## src/rtl/rv32_pkg.sv

```systemverilog
// Shared RV32I definitions: opcodes, encoder request kinds, immediate limits.
package rv32_pkg;

  localparam logic [6:0] OP_LOAD   = 7'b0000011;
  localparam logic [6:0] OP_STORE  = 7'b0100011;
  localparam logic [6:0] OP_R      = 7'b0110011;
  localparam logic [6:0] OP_BRANCH = 7'b1100011;
  localparam logic [6:0] OP_I      = 7'b0010011;
  localparam logic [6:0] OP_JAL    = 7'b1101111;

  typedef enum logic [2:0] {
    KIND_LW   = 3'd0,
    KIND_SW   = 3'd1,
    KIND_R    = 3'd2,
    KIND_BEQ  = 3'd3,
    KIND_IALU = 3'd4,
    KIND_JAL  = 3'd5,
    KIND_BAD6 = 3'd6,
    KIND_BAD7 = 3'd7
  } kind_e;

  // Signed limits, sized to match the 21-bit request immediate.
  localparam logic signed [20:0] IMM12_MIN = -21'sd2048;
  localparam logic signed [20:0] IMM12_MAX = 21'sd2047;
  localparam logic signed [20:0] BR_MIN    = -21'sd4096;
  localparam logic signed [20:0] BR_MAX    = 21'sd4094;

  // funct3 values that select the shift-immediate layout in I-ALU.
  function automatic logic is_shift_f3(input logic [2:0] f3);
    return (f3 == 3'b001) || (f3 == 3'b101);
  endfunction

endpackage

```

## src/rtl/imm_packer.sv

```systemverilog
// Combinational immediate scrambler: produces the immediate bit-fields of every
// instruction format and flags whether the request's immediate is encodable.
module imm_packer
  import rv32_pkg::*;
(
  input  logic [2:0]  kind,
  input  logic [2:0]  funct3,
  input  logic        f7b5,
  input  logic [20:0] imm,
  output logic [11:0] i_field,   // instr[31:20]
  output logic [11:0] s_field,   // {instr[31:25], instr[11:7]}
  output logic [11:0] b_field,   // {instr[31:25], instr[11:7]}
  output logic [19:0] j_field,   // instr[31:12]
  output logic        legal
);

  logic signed [20:0] simm;
  logic               shift_op;
  logic               in_imm12;
  logic               in_shamt;
  logic               in_branch;

  assign simm      = imm;
  assign shift_op  = is_shift_f3(funct3);
  assign in_imm12  = (simm >= IMM12_MIN) && (simm <= IMM12_MAX);
  assign in_shamt  = (imm[20:5] == 16'd0);
  assign in_branch = (simm >= BR_MIN) && (simm <= BR_MAX) && !imm[0];

  assign s_field = imm[11:0];
  assign b_field = {imm[12], imm[10:5], imm[4:1], imm[11]};
  assign j_field = {imm[20], imm[10:1], imm[11], imm[19:12]};

  // I-format field: shifts carry the funct7 pattern above a 5-bit shamt.
  always_comb begin
    i_field = imm[11:0];
    if (kind_e'(kind) == KIND_IALU && shift_op) begin
      i_field = {1'b0, f7b5, 5'b00000, imm[4:0]};
    end
  end

  // Per-kind legality of the immediate; unused kinds are never legal.
  always_comb begin
    legal = 1'b0;
    case (kind_e'(kind))
      KIND_LW, KIND_SW: legal = in_imm12;
      KIND_R:           legal = 1'b1;
      KIND_BEQ:         legal = in_branch;
      KIND_IALU:        legal = shift_op ? in_shamt : in_imm12;
      KIND_JAL:         legal = !imm[0];
      default:          legal = 1'b0;
    endcase
  end

endmodule

```

## src/rtl/instr_encoder.sv

```systemverilog
// RV32I instruction encoder: accepts field-level requests, emits packed words
// with an auto-incrementing word address through a single output register.
module instr_encoder
  import rv32_pkg::*;
#(
  parameter int              ADDR_W    = 6,
  parameter logic [ADDR_W-1:0] BASE_ADDR = '0
) (
  input  logic              clk,
  input  logic              rst_n,
  input  logic              clr,
  input  logic              in_valid,
  output logic              in_ready,
  input  logic [2:0]        in_kind,
  input  logic [4:0]        in_rd,
  input  logic [4:0]        in_rs1,
  input  logic [4:0]        in_rs2,
  input  logic [2:0]        in_funct3,
  input  logic              in_f7b5,
  input  logic [20:0]       in_imm,
  output logic              out_valid,
  input  logic              out_ready,
  output logic [31:0]       out_instr,
  output logic [ADDR_W-1:0] out_addr,
  output logic              err,
  output logic [ADDR_W:0]   count,
  output logic              wrapped
);

  localparam logic [ADDR_W-1:0] ADDR_ONE = 1;
  localparam logic [ADDR_W:0]   CNT_ONE  = 1;

  logic              out_valid_reg;
  logic [31:0]       out_instr_reg;
  logic [ADDR_W-1:0] out_addr_reg;
  logic [ADDR_W:0]   count_reg;
  logic              wrapped_reg;
  logic              err_reg;

  logic [31:0] instr_next;
  logic [11:0] i_field;
  logic [11:0] s_field;
  logic [11:0] b_field;
  logic [19:0] j_field;
  logic        legal;
  logic        accept;
  logic        transfer;

  assign in_ready = !out_valid_reg || out_ready;
  assign accept   = in_valid && in_ready;
  assign transfer = out_valid_reg && out_ready;

  imm_packer u_imm_packer (
    .kind    (in_kind),
    .funct3  (in_funct3),
    .f7b5    (in_f7b5),
    .imm     (in_imm),
    .i_field (i_field),
    .s_field (s_field),
    .b_field (b_field),
    .j_field (j_field),
    .legal   (legal)
  );

  // Assemble the 32-bit word for the requested class.
  always_comb begin
    instr_next = 32'd0;
    case (kind_e'(in_kind))
      KIND_LW:   instr_next = {i_field, in_rs1, 3'b010, in_rd, OP_LOAD};
      KIND_SW:   instr_next = {s_field[11:5], in_rs2, in_rs1, 3'b010,
                               s_field[4:0], OP_STORE};
      KIND_R:    instr_next = {1'b0, in_f7b5, 5'b00000, in_rs2, in_rs1,
                               in_funct3, in_rd, OP_R};
      KIND_BEQ:  instr_next = {b_field[11:5], in_rs2, in_rs1, 3'b000,
                               b_field[4:0], OP_BRANCH};
      KIND_IALU: instr_next = {i_field, in_rs1, in_funct3, in_rd, OP_I};
      KIND_JAL:  instr_next = {j_field, in_rd, OP_JAL};
      default:   instr_next = 32'd0;
    endcase
  end

  // Output register, address/count bookkeeping and the reject pulse.
  // A rejected request is consumed but never loads the output register.
  always_ff @(posedge clk or negedge rst_n) begin
    if (!rst_n) begin
      out_valid_reg <= 1'b0;
      out_instr_reg <= 32'd0;
      out_addr_reg  <= BASE_ADDR;
      count_reg     <= '0;
      wrapped_reg   <= 1'b0;
      err_reg       <= 1'b0;
    end else if (clr) begin
      out_valid_reg <= 1'b0;
      out_addr_reg  <= BASE_ADDR;
      count_reg     <= '0;
      wrapped_reg   <= 1'b0;
      err_reg       <= 1'b0;
    end else begin
      err_reg <= accept && !legal;
      if (transfer) begin
        out_addr_reg <= out_addr_reg + ADDR_ONE;
        if (&out_addr_reg) begin
          wrapped_reg <= 1'b1;
        end
        if (!(&count_reg)) begin
          count_reg <= count_reg + CNT_ONE;
        end
      end
      if (accept && legal) begin
        out_valid_reg <= 1'b1;
        out_instr_reg <= instr_next;
      end else if (transfer) begin
        out_valid_reg <= 1'b0;
      end
    end
  end

  assign out_valid = out_valid_reg;
  assign out_instr = out_instr_reg;
  assign out_addr  = out_addr_reg;
  assign count     = count_reg;
  assign wrapped   = wrapped_reg;
  assign err       = err_reg;

endmodule

```

## config.mk

```make
export PLATFORM = sky130hd
export DESIGN_NAME = instr_encoder
export DESIGN_NICKNAME = d
export VERILOG_FILES = /design/src/rtl/rv32_pkg.sv /design/src/rtl/imm_packer.sv /design/src/rtl/instr_encoder.sv
export SDC_FILE = /design/constraint.sdc
export NUM_CORES = 1
export LEC_CHECK = 0
export BUFFER_PORTS_ARGS = -buffer_cell sky130_fd_sc_hd__buf_2
export CAP_MARGIN = 10
export CORE_MARGIN = 5
export CORE_UTILIZATION = 30
export DETAILED_ROUTE_END_ITERATION = 6
export PLACE_DENSITY = 0.51
export SKIP_CTS_REPAIR_TIMING = 1
export SYNTH_ARGS = -nofsm -noshare
export SYNTH_HDL_FRONTEND = slang
export SYNTH_SLANG_ARGS = --single-unit
export TNS_END_PERCENT = 30
```

## constraint.sdc

```tcl
create_clock -name clk -period 2 [get_ports clk]
set_input_delay 0.3 -clock clk [delete_from_list [all_inputs] [get_ports clk]]
set_output_delay 0.3 -clock clk [all_outputs]
set_load 0.05 [all_outputs]
```

==> results_dict.tcl, run 1 <==
set metrics [dict create \
    outcome "complete, no violations" \
    endpoint "out_instr[9]" \
    clk_pin_slew_ns 0.09 \
    synth_area_per_cell_um2 10.2 \
    antenna_left 0 \
    sequentialPowerShare_pct 39.3 \
    synth-seq-area-share_pct 45.5 \
    drt-initial-drc-count 161 \
    wl_per_cell_um 15.2 \
    yosys.area_share.adder_pct 0.989 \
    power.density_nw_per_um2 888 \
    synth_compound_area_share_pct 12.9 \
    finalSetupViolCount 0 \
    gp_congestion 0.812 \
    timing.fmax_mhz 561 \
    diodes 0 \
    dominantRegCellSynth "dfrtp_1" \
    slew_viol_final 0 \
    startpoint_type "input pin" \
    final_common_cell "buf_2" \
    switching_power_mw 1.28 \
    finClkSkew_ns 0.00461 \
    antenna_found_initial 0 \
    drc 0 \
    multi_input_area_um2 1230 \
    totalPowerFinal_mw 2.98 \
    max_cap_viol_count 0 \
    critPathRequiredTime_ns 2.19 \
    internal_power_mw 1.70 \
    grt_pass1_vias 2297 \
    clk_latency_ns 0.30 \
    grt_use_total_pct 14.3 \
    r2r_cells 7 \
    fin_cells 469 \
    async_flop_share_pct 100 \
    p_clk_share_pct 20.6 \
    seqCellArea_um2 1150 \
    worst_slew_pin_slew_ns 0.689 \
    grt_setup_unrepaired "no" \
    path_max_fanout 15 \
    final_cell_area_um2 3350 \
    syn_area_um2 2530 \
    die_x_um 102 \
    ctsRootBufferMaster "clkbuf_8" \
    fin_crit_ns 1.78 \
    cellLeakagePower_nw 1.71 \
    dp_hpwl_um 5640 \
    dp.cells 461 \
    fp.dieH_um 102 \
    slew_headroom_pct 54.1 \
    r2r_start "count[0]" \
    syn-num-nets 298 \
    nets 413 \
    synth_top_family_by_area "simple AND/OR/NAND/NOR gates" \
    vdd_drop_max_mv 0.349 \
    synth_mux_area_share_pct 14.8 \
    initial_core_util_pct 30.8 \
    ys_warn_count 0 \
    timing_worst_setup_path_type "input pin to register" \
    areaGrowthSynthToFinish_pct 32.5 \
    clock-sinks 46 \
    num_rows 33 \
    comb_power_share_pct 40.1 \
    avgViaCountPerCell 4.76 \
    r2r-end "count[5]" \
    drive_gt1_share_pct 44.2 \
    synth_xor_area_share_pct 3.11 \
    wl_um 7110 \
    io-pin-count 97 \
    synth_cells 248 \
    cts_tree "done" \
    grt_pass1_wl_um 11600 \
    firstDrtPassIters 4 \
    globalRouteOverflowTotal 0 \
    largest_register_ffs 30 \
    hold_path_class "input pin to async pin" \
    coreArea_um2 8220 \
    port_buffers 96 \
    critPathLaunch "in_imm[20]" \
    synth-seq-cells 46 \
    min_period_over_period_pct 89.2 \
    cts_max_level 2 \
    p_sw_share_pct 42.9 \
    fp.dieArea_um2 10400 \
    numCtsBuffers 5 \
    synth-simple-area-share_pct 16.6 \
    arrival_ns 1.98 \
    fill_cells 837 \
    cp-end-kind "register" \
    placed_area_um2 3260 \
    r2r_setup_slack_ns 0.34 \
    finalHoldViolCount 0 \
    synth_edf_count 0 \
    ys_types 50 \
    num_vias 2232 \
    grt_max_degree 31 \
    mostFrequentLayoutCells "buf_2, dfrtp_1, buf_4" \
    cts_max_path_buffers 2 \
]
[Yosys cell counts, types with 4 or more instances]
library cell / n / area [um^2]
clkbuf_1: 5 / 18.8
nand3_1: 4 / 20.0
a21oi_1: 14 / 70.1
mux2i_1: 13 / 130
mux2_2: 19 / 214
nand2_1: 21 / 78.8
nor2_1: 18 / 67.6
nor3_1: 4 / 20.0
dfrtp_1: 46 / 1150
o21ai_0: 12 / 60.1
nand4_1: 6 / 37.5
inv_1: 12 / 45.0
xor2_1: 7 / 61.3
a22o_1: 5 / 43.8
buf_4: 4 / 30.0
o22ai_1: 6 / 37.5
and3_1: 7 / 43.8
[cell type report]
| type | instances | share of cell area [%] |
|---|---|---|
| tap | 105 | 3.92 |
| sequential | 46 | 34.4 |
| timing repair buffer | 123 | 20.7 |
| multi-input combinational | 174 | 36.7 |
| clock buffer | 6 | 2.46 |
| clock inverter | 2 | 0.373 |
| inverter | 13 | 1.45 |
[worst min-delay path by stage]
stage,end,slack [ns],depth (start not counted)
after floorplan,count[0],0.004,0
after global placement,count[2],0.39,1
after detailed placement,count[2],0.39,1
after CTS,count[2],0.05,1
after global routing,count[2],0.08,1
final,count[2],0.03,1
[power by group through the flow]
stage	Sequential (mW)	Clock (mW)	Combinational, mW
detailed placement	1.19	0	1.21
global route	1.20	0.671	1.27
global placement	1.19	0	1.20
finish	1.17	0.612	1.19
CTS	1.17	0.632	1.21
floorplan	1.75	0	0.296
[critical path, stage by stage]
cell,delay (ns)
buf_2,0.11
nor4_1,0.26
nand3_1,0.19
o32ai_2,0.28
or2_4,0.18
o21a_4,0.15
buf_12,0.15
mux2_2,0.34
[metal layers]
metal | GRT usage (%) | part of all wire (%) | wire length (um)
met2 | 21.5 | 44 | 3160
met3 | 3.62 | 5.9 | 423
met5 | 0 | 0 | 0
met4 | 3.63 | 0.97 | 69
met1 | 20.5 | 49 | 3460
[metrics by stage]
| stage | util, % | setup TNS, ns | hold slack (ns) | setup slack [ns] |
|---|---|---|---|---|
| 2_1_floorplan | - | 0 | 0.00441 | 0.0259 |
| 3_3_place_gp | 39.7 | -0.563 | 0.386 | -0.0330 |
| 3_5_place_dp | 39.7 | -2.22 | 0.388 | -0.101 |
| 4_1_cts | 40.8 | 0 | 0.0535 | 0.211 |
| 5_1_grt | 40.8 | 0 | 0.0781 | 0.0856 |
| 6_report | 40.8 | 0 | 0.0319 | 0.217 |
[logic make-up (layout without fill, tap and decap cells)]
| logic type | count (synthesis) | count (layout) |
|---|---|---|
| flip-flops | 46 | 46 |
| adder cells (fa/ha/maj) | 2 | 2 |
| buffers and inverters | 28 | 144 |
| AND/OR/NAND/NOR | 80 | 80 |
| XOR/XNOR | 9 | 9 |
| multiplexers | 34 | 34 |
| AO/OA/AOI/OAI | 49 | 49 |
No activity file was read; power rests on OpenSTA's default activity.
==> run 2, diff against run 1 <==
- HOLD_SLACK_MARGIN: default -> 0.15
- clock period: 2 -> 1.9 ns (I/O delays scaled with it)
==> run 2 against run 1 <==
  * Sequential power up 6%
  * Cell area up 4.6%
  * Count of clock-buffer cells in the layout up 2
  * Total power up 8.0%
  * Critical path depth unchanged
  * Highest routed layer unchanged
==> results_dict.tcl, run 2 (synthesis results as in run 1) <==
set metrics [dict create \
    grt_use_total_pct 14.3 \
    slew_headroom_pct 77.3 \
    grt_setup_unrepaired "no" \
    cellLeakagePower_nw 1.79 \
    cts_max_level 2 \
    clk_latency_ns 0.30 \
    numCtsBuffers 5 \
    antenna_found_initial 0 \
    setup_ws_ns 0.145 \
    slew_viol_final 0 \
    min_to "out_instr[26]" \
    avgViaCountPerCell 4.76 \
    initial_core_util_pct 30.8 \
    path_buf_inv 2 \
    r2r_start "count[0]" \
    routed.top_layer "met4" \
    met1_length_um 3210 \
    globalRouteOverflowTotal 0 \
    hold_path_class "input pin to register" \
    dr_wl_met2_um 3450 \
    seqCellArea_um2 1150 \
    die_x_um 102 \
    areaGrowthSynthToFinish_pct 38.7 \
    timing_worst_setup_path_type "input pin to register" \
    dp_hpwl_um 5920 \
    cts_max_path_buffers 2 \
    gp_congestion 0.808 \
    cp_slowest_cell "mux2_2" \
    coreArea_um2 8220 \
    outcome "complete, no violations" \
    fp.dieH_um 102 \
    cts_tree "done" \
    final_common_cell "buf_2" \
    multi_input_area_um2 1240 \
    firstDrtPassIters 4 \
    largest_register_ffs 30 \
    power.density_nw_per_um2 916 \
    holdPathStages 3 \
    r2r-end "count[5]" \
    nets 427 \
    arrival_ns 1.94 \
    place_ws_ns -0.171 \
    cp-end-kind "register" \
    io-pin-count 97 \
    port_buffers 96 \
    fill_cells 836 \
    critPathRequiredTime_ns 2.08 \
    fp.dieArea_um2 10400 \
    finClkSkew_ns 0.00443 \
    timing.fmax_mhz 570 \
    num_rows 33 \
    min_period_over_period_pct 92.4 \
    wl_per_cell_um 15.1 \
    diodes 0 \
    clock-sinks 46 \
    drive_gt1_share_pct 46.6 \
    antenna_left 0 \
    drt-initial-drc-count 44 \
    dr_wl_met3_um 522 \
    r2r_setup_slack_ns 0.21 \
    grt_pass1_vias 2345 \
    grt_pass1_wl_um 11600 \
    drc 0 \
    crit_chain "buf_2, nor4_1, nand3_1, o32ai_2, or2_4, o21a_4, buf_12, mux2_2" \
    clk_pin_slew_ns 0.08 \
    max_cap_viol_count 0 \
    ctsRootBufferMaster "clkbuf_8" \
    worst_slew_pin_slew_ns 0.335 \
    wl_um 7310 \
    mostFrequentLayoutCells "buf_2, dfrtp_1, buf_4" \
    grt_max_degree 24 \
    vdd_drop_max_mv 0.259 \
    r2r_cells 7 \
    hp-start "in_imm[6]" \
    finalSetupViolCount 0 \
    fin_crit_ns 1.76 \
    num_vias 2300 \
    tns_ns 0 \
    startpoint_type "input pin" \
    cpLargestDelayFamily "simple AND/OR/NAND/NOR gates" \
    totalPowerFinal_mw 3.22 \
    finalHoldViolCount 0 \
    max_stage_delay_ns 0.34 \
    path_max_fanout 14 \
]
[run 2: changes by cell type in the layout (fill, tap and decap cells not counted), moves of 2 or more]
cell,change
buf_4,+11
buf_12,+2
clkbuf_8,+2
dfrtp_1,-2
dfrtp_2,+2
[run 2: layout make-up]
| cell class | instances | area share, % |
|---|---|---|
| Clock buffer | 8 | 3.14 |
| Sequential cell | 46 | 32.9 |
| Multi-Input combinational cell | 174 | 35.2 |
| Inverter | 13 | 1.39 |
| Tap cell | 105 | 3.74 |
| Timing Repair Buffer | 137 | 23.6 |
[run 2: how the worst max path moves through the flow]
stage	startpoint	endpoint	slack (ns)	cells after the start
2_1_floorplan	in_kind[2]	out_instr[24]	0.002	9
3_3_place_gp	in_imm[20]	out_instr[8]	-0.12	8
3_5_place_dp	in_imm[20]	out_instr[9]	-0.17	8
4_1_cts	in_imm[20]	out_instr[9]	0.15	8
5_1_grt	in_imm[20]	out_instr[7]	0.04	8
6_report	in_imm[20]	out_instr[9]	0.14	8
[run 2: where the power goes]
part	switching (mW)	total, mW	internal [mW]
sequential	0.0927	1.24	1.14
combinational	0.908	1.28	0.373
clock	0.330	0.697	0.368
[run 2: per-layer routing]
metal / vias to the layer above / track usage (%)
li1: 1139 / -
met1: 1073 / 18.3
met2: 77 / 23.2
met3: 11 / 4.16
met4: 0 / 4.64
met5: - / 0
[run 2: metrics by stage]
step	std cells	utilization [%]	hold WS, ns	instance area [um^2]
3_3_place_gp	474	41.3	0.308	3390
6_report	483	42.7	0.238	3510
4_1_cts	482	42.6	-0.0315	3500
5_1_grt	483	42.7	0.229	3510
2_1_floorplan	248	-	-0.0106	2550
3_5_place_dp	474	41.3	0.304	3390
[run 2: worst min-delay path, cell delays in order]
cell and delay, ns:
buf_2 0.11, nand2_1 0.05, mux2i_1 0.06
